## src/rtl/fir_sym_mac.sv

```systemverilog
// Time-multiplexed symmetric FIR: one shared pre-add/multiply/accumulate datapath
// serving NCH channels, with double-buffered runtime coefficients, rounding and saturation.
module fir_sym_mac #(
  parameter int DW    = 12,
  parameter int CW    = 13,
  parameter int TAPS  = 31,
  parameter int NCH   = 2,
  parameter int SHIFT = 11,
  localparam int H    = (TAPS + 1) / 2,
  localparam int AW   = $clog2(H)
) (
  input  logic              clk,
  input  logic              rst,
  input  logic              en,
  input  logic              f_s,
  input  logic [NCH*DW-1:0] din,
  input  logic              cf_we,
  input  logic [AW-1:0]     cf_addr,
  input  logic [CW-1:0]     cf_wdata,
  output logic [NCH*DW-1:0] dout,
  output logic              dout_valid,
  output logic              busy,
  output logic              sat,
  output logic              ovr
);

  localparam int TW   = $clog2(TAPS);
  localparam int CHW  = (NCH > 1) ? $clog2(NCH) : 1;
  localparam int ACCW = DW + 1 + CW + AW;
  localparam int PW   = DW + 1 + CW;
  localparam logic signed [CW-1:0] CF_UNITY = CW'(2 ** SHIFT);
  localparam logic signed [ACCW:0] RND      = (ACCW + 1)'(2 ** (SHIFT - 1));
  localparam logic signed [ACCW:0] R_MAX    = (ACCW + 1)'(2 ** (DW - 1) - 1);
  localparam logic signed [ACCW:0] R_MIN    = (ACCW + 1)'(-(2 ** (DW - 1)));

  typedef enum logic [1:0] {IDLE, MAC, OUT} state_t;
  state_t state, state_nx;

  logic                   pl0, pl1;
  logic                   start_cond, start;
  logic signed [DW-1:0]   x [NCH][TAPS];
  logic signed [CW-1:0]   cf_sh  [H];
  logic signed [CW-1:0]   cf_act [H];
  logic [CHW-1:0]         ch;
  logic [AW-1:0]          k;
  logic signed [ACCW-1:0] acc, acc_nx;
  logic signed [DW-1:0]   hold [NCH];
  logic                   hold_sat [NCH];

  logic [TW-1:0]          ia, ib;
  logic signed [DW-1:0]   xa, xb;
  logic                   center;
  logic signed [DW:0]     pre;
  logic signed [PW-1:0]   prod;
  logic signed [ACCW:0]   rnd, r;
  logic signed [DW-1:0]   fin;
  logic                   fin_sat, any_sat;
  logic [NCH*DW-1:0]      dout_nx;

  assign start_cond = pl0 & ~pl1 & en;
  assign start      = start_cond & (state == IDLE);
  assign busy       = (state != IDLE);
  assign dout_valid = (state == OUT);

  // Mirror taps x[k] and x[TAPS-1-k] share cf[k]; the centre tap is used alone.
  assign ia     = TW'(k);
  assign ib     = TW'(TAPS - 1) - ia;
  assign xa     = x[ch][ia];
  assign xb     = x[ch][ib];
  assign center = (k == AW'(H - 1));

  always_comb begin
    if (center) pre = (DW + 1)'(xa);
    else        pre = (DW + 1)'(xa) + (DW + 1)'(xb);
    prod   = pre * cf_act[k];
    acc_nx = acc + ACCW'(prod);
    rnd    = (ACCW + 1)'(acc_nx) + RND;
    r      = rnd >>> SHIFT;
    fin_sat = 1'b0;
    if (r > R_MAX) begin
      fin     = R_MAX[DW-1:0];
      fin_sat = 1'b1;
    end else if (r < R_MIN) begin
      fin     = R_MIN[DW-1:0];
      fin_sat = 1'b1;
    end else begin
      fin = r[DW-1:0];
    end
  end

  // The last channel's result bypasses its holding register so dout lands with OUT.
  always_comb begin
    dout_nx = '0;
    any_sat = fin_sat;
    for (int unsigned c = 0; c < NCH; c++) begin
      if (c == NCH - 1) begin
        dout_nx[c*DW +: DW] = fin;
      end else begin
        dout_nx[c*DW +: DW] = hold[c];
        any_sat = any_sat | hold_sat[c];
      end
    end
  end

  always_comb begin
    state_nx = state;
    case (state)
      IDLE:    if (start) state_nx = MAC;
      MAC:     if (center && ch == CHW'(NCH - 1)) state_nx = OUT;
      OUT:     state_nx = IDLE;
      default: state_nx = IDLE;
    endcase
  end

  always_ff @(posedge clk or negedge rst) begin
    if (!rst) state <= IDLE;
    else      state <= state_nx;
  end

  always_ff @(posedge clk or negedge rst) begin
    if (!rst) begin
      pl0  <= 1'b0;
      pl1  <= 1'b0;
      ovr  <= 1'b0;
      sat  <= 1'b0;
      dout <= '0;
      acc  <= '0;
      ch   <= '0;
      k    <= '0;
      for (int unsigned c = 0; c < NCH; c++) begin
        hold[c]     <= '0;
        hold_sat[c] <= 1'b0;
        for (int unsigned t = 0; t < TAPS; t++) x[c][t] <= '0;
      end
      for (int unsigned i = 0; i < H; i++) begin
        cf_sh[i]  <= (i == H - 1) ? CF_UNITY : '0;
        cf_act[i] <= (i == H - 1) ? CF_UNITY : '0;
      end
    end else begin
      pl0 <= f_s;
      pl1 <= pl0;
      if (start_cond && state != IDLE) ovr <= 1'b1;
      if (cf_we && {1'b0, cf_addr} < (AW + 1)'(H)) cf_sh[cf_addr] <= cf_wdata;

      if (start) begin
        for (int unsigned c = 0; c < NCH; c++) begin
          x[c][0] <= din[c*DW +: DW];
          for (int unsigned t = 1; t < TAPS; t++) x[c][t] <= x[c][t-1];
        end
        cf_act <= cf_sh;
        acc    <= '0;
        ch     <= '0;
        k      <= '0;
      end else if (state == MAC) begin
        if (center) begin
          hold[ch]     <= fin;
          hold_sat[ch] <= fin_sat;
          acc          <= '0;
          k            <= '0;
          ch           <= ch + CHW'(1);
          if (ch == CHW'(NCH - 1)) begin
            dout <= dout_nx;
            sat  <= any_sat;
          end
        end else begin
          acc <= acc_nx;
          k   <= k + AW'(1);
        end
      end
    end
  end

endmodule

```

## config.mk

```make
export PLATFORM = sky130hd
export DESIGN_NAME = fir_sym_mac
export DESIGN_NICKNAME = d
export VERILOG_FILES = /design/src/rtl/fir_sym_mac.sv
export SDC_FILE = /design/constraint.sdc
export NUM_CORES = 2
export LEC_CHECK = 0
export ABC_AREA = 0
export CELL_PAD_IN_SITES_DETAIL_PLACEMENT = 1
export CELL_PAD_IN_SITES_GLOBAL_PLACEMENT = 1
export CORE_AREA = 2 2 326 457
export CTS_CLUSTER_SIZE = 10
export DETAILED_ROUTE_END_ITERATION = 7
export DIE_AREA = 0 0 328 459
export GPL_ROUTABILITY_DRIVEN = 1
export HOLD_SLACK_MARGIN = 0.15
export PLACE_DENSITY_LB_ADDON = 0.1
export REMOVE_ABC_BUFFERS = 1
export SYNTH_ARGS = -nofsm -noshare
export SYNTH_HDL_FRONTEND = slang
export SYNTH_SLANG_ARGS = --single-unit
```

## constraint.sdc

```tcl
create_clock -name clk -period 19.31 [get_ports clk]
set_input_delay 3.862 -clock clk [delete_from_list [all_inputs] [get_ports clk]]
set_output_delay 3.862 -clock clk [all_outputs]
set_load 0.1 [all_outputs]
```

==> summary.md <==
| Metric | Value |
|---|---|
| Cts bufs inserted | `146` |
| DRT iter0 DRCs | `1607` |
| Final setup vio count | `0` |
| CP most frequent cell | `fa_1` |
| Hold WC Path Type | `flop to flop` |
| FP Rows | `167` |
| Fin cells | `6547` |
| Starting density of the core | `43.6%` |
| Drt wl/cell | `23.5 microns` |
| Worst-Skew Late Latency | `0.80 ns` |
| DRC Markers | `0` |
| Post-route cell area | `71000 sq um` |
| Hold path depth | `0` |
| Slowest stage delay, CP | `1.07 ns` |
| Met1 usage | `27.5%` |
| Fin crit share | `70.6%` |
| Via count | `36.6k` |
| Fmax | `0.0734 GHz` |
| Fin worst setup slack | `5.69 ns` |
| Crit path required time | `20.04 ns` |
| GR Layer Usage met3 | `2.76%` |
| Root Driver | `clkbuf_16` |
| Status | `finished clean` |
| Full die area | `151000 sq um` |
| R2R setup slack | `5.69 ns` |
| Reg2reg end | `dout[22]` |
| First-pass GRT wire length | `246 mm` |
| Port bufs | `73` |
| Synth-to-Final Area Change | `10.9%` |
| Slew Limit Fails | `0` |
| GRT overflow | `0` |
| Crit path DAT | `14.36 ns` |
| Post-CTS repair timing setup buffer count | `0` |
| Syn avg cell area | `14.2 sq um` |
| Vias/cell | `5.59` |
| Crit path kind | `flop to flop` |
| Most common cell in the synthesized netlist | `dfrtp_1` |
| Hold buffers post-CTS | `0` |
| Vias in the first global route | `41.2k` |
| Clock-pin slew on the worst setup and hold paths | `0.06 ns` |
| Initial antenna violation count | `4` |
| R2R Path Start | `ch` |
| I/O pin total | `74` |
| Hold worst-path end | `pl1` |
| Final Hold Viols | `0` |
| Syn Inst Count | `4525` |
| Gates resized, CTS repair | `0` |
| Post-synth top cells | `dfrtp_1, mux2_2, inv_1` |
| Layout cells sized above 1 | `38.5%` |
| Place WS | `5.41 ns` |
| Post-synth top area share | `48.3%` |
| HPWL Detailed | `101 mm` |
| Sequential area share after synthesis | `48.4%` |
| Most used DFF post-synth | `dfrtp_1` |
| Htree depth | `4` |
| Longest Clk Path Bufs | `3` |
| R2R depth | `34` |
| Min Tclk post-route | `13.62 ns` |
| CTS tree | `built` |
| Clock sinks | `1238` |
| CP max stage cell | `fa_1` |
| Fin nets | `4916` |
| Asr flop ratio synth | `100%` |
| Worst-path fanout max | `49` |
| Setup tns final | `0 ns` |
| Yosys top cell by area | `dfrtp_1` |
| CP Buf/Inv Count | `5` |
| Max Cap Violations | `0` |
| Crit-path leading delay family | `adder cells` |
| Critical path capture point type | `flop` |
| Hold Crit Start | `pl0` |
| Worst-Margin Slew | `1.07 ns` |
| CP Launch Type | `flop` |
| Largest cells by area after synthesis | `dfrtp_1, mux2_2, mux4_2, fa_1, ha_1` |
| Worst Skew | `0.0391 ns` |
| Rel. slew slack | `28.4%` |
| Inst Count DP | `6348` |
| DIE HEIGHT | `459 microns` |
| Synth Register Bits | `1238` |
| Largest net degree at the start of global routing | `176` |
| Top Usage Layer GRT | `met2` |
| Final WL | `154 mm` |
| Post-synth cell types | `84` |
| Total track usage | `21.1%` |
| Antenna-violating nets left | `0` |
| Routability cong. | `0.824` |
| Placeable Area | `147000 sq um` |
| Yosys warnings | `0` |
| Post-synth EDFFs | `0` |
| RSZ-0062 raised after global routing | `false` |
| Cell Area, Placed | `66900 sq um` |
| Die span in x | `328 microns` |
| Mapped Area | `64000 sq um` |
| Drt pass-1 iters | `5` |
| M2 GR Usage | `36.7%` |
[worst reg2reg max path, delay by kind of cell (launching register included)]
| kind | cells | cell delay, ns |
|---|---|---|
| adders and majority gates | 8 | 4.53 |
| DFF | 1 | 0.71 |
| buffers and inverters | 5 | 1.64 |
| muxes | 4 | 1.45 |
| and+or+nand+nor | 6 | 1.98 |
| AOI/OAI and AO/OA | 11 | 3.27 |
[stage by stage]
step                      util [%]  hold slack [ns]
after floorplan                  -            0.354
after global routing          48.4            0.394
after CTS                     48.3            0.386
after detailed placement      45.5            0.369
after global placement        45.5            0.361
final                         48.4            0.381
[layer usage]
layer / up-vias / share of wire (%)
met3: 202 / 2.6
met5: - / 0
met2: 418 / 52
met1: 19900 / 43
li1: 16100 / -
met4: 0 / 2.4
[flip-flops by register name (all words and copies together) (netlist names)]
name	flops
ch	1
cf_sh	208
x	744
sat	1
acc	30
hold_sat	1
pl0	1
ovr	1
state	2
k	4
cf_act	208
dout	24
pl1	1
dout_nx	12
[kinds of logic after synthesis]
| logic type | after synthesis | share of synthesized area (%) |
|---|---|---|
| xor gates and xnor gates | 48 | 0.680 |
| and+or+nand+nor | 495 | 3.65 |
| AOI/OAI and AO/OA | 302 | 3.37 |
| adders and majority gates | 317 | 8.74 |
| muxes | 1526 | 31.6 |
| buffers and inverters | 599 | 3.61 |
| DFF | 1238 | 48.4 |
[cell type report]
type	instances	area (sq um)
Tap cell	1943	2430
Inverter	325	1220
Multi-Input combinational cell	2688	30800
Sequential cell	1238	31000
Clock buffer	178	3850
Timing Repair Buffer	154	1420
Clock inverter	19	270
Fill cell	14300	75900
Antenna cell	2	5.00
[worst max path at each step]
stage | start | end | slack [ns] | cells past startpoint
5_1_grt | ch | dout[22] | 4.67 | 34
4_1_cts | ch | dout[15] | 5.42 | 34
6_report | ch | dout[22] | 5.69 | 34
3_5_place_dp | ch | dout[17] | 5.41 | 34
3_3_place_gp | ch | dout[19] | 5.73 | 34
2_1_floorplan | en | acc[0] | -41.18 | 4
[cells in the final DEF (no fill, tap or decap), types with 7 or more instances in the layout]
cell,instances
inv_1,325
or2_2,12
o21a_1,12
ha_1,99
nand2b_1,29
buf_12,7
mux2i_1,66
o22ai_1,9
a21oi_1,64
clkbuf_16,147
dfrtp_1,1231
clkdlybuf4s50_1,72
clkbuf_1,25
nand3_1,21
nor2_1,145
o21ai_0,59
nand2_1,177
nand3b_1,7
a31oi_1,8
and2_1,9
a21o_1,14
mux2_2,1181
xor2_1,12
a22o_1,15
xnor2_1,31
fa_1,217
nor3_1,21
buf_4,75
nor2b_1,23
a211o_1,23
and3_1,8
o221ai_1,20
mux4_2,278
a211oi_1,10
Power is not shown: default switching activity piles up to over one toggle a cycle in this logic, so the estimate is an artifact.
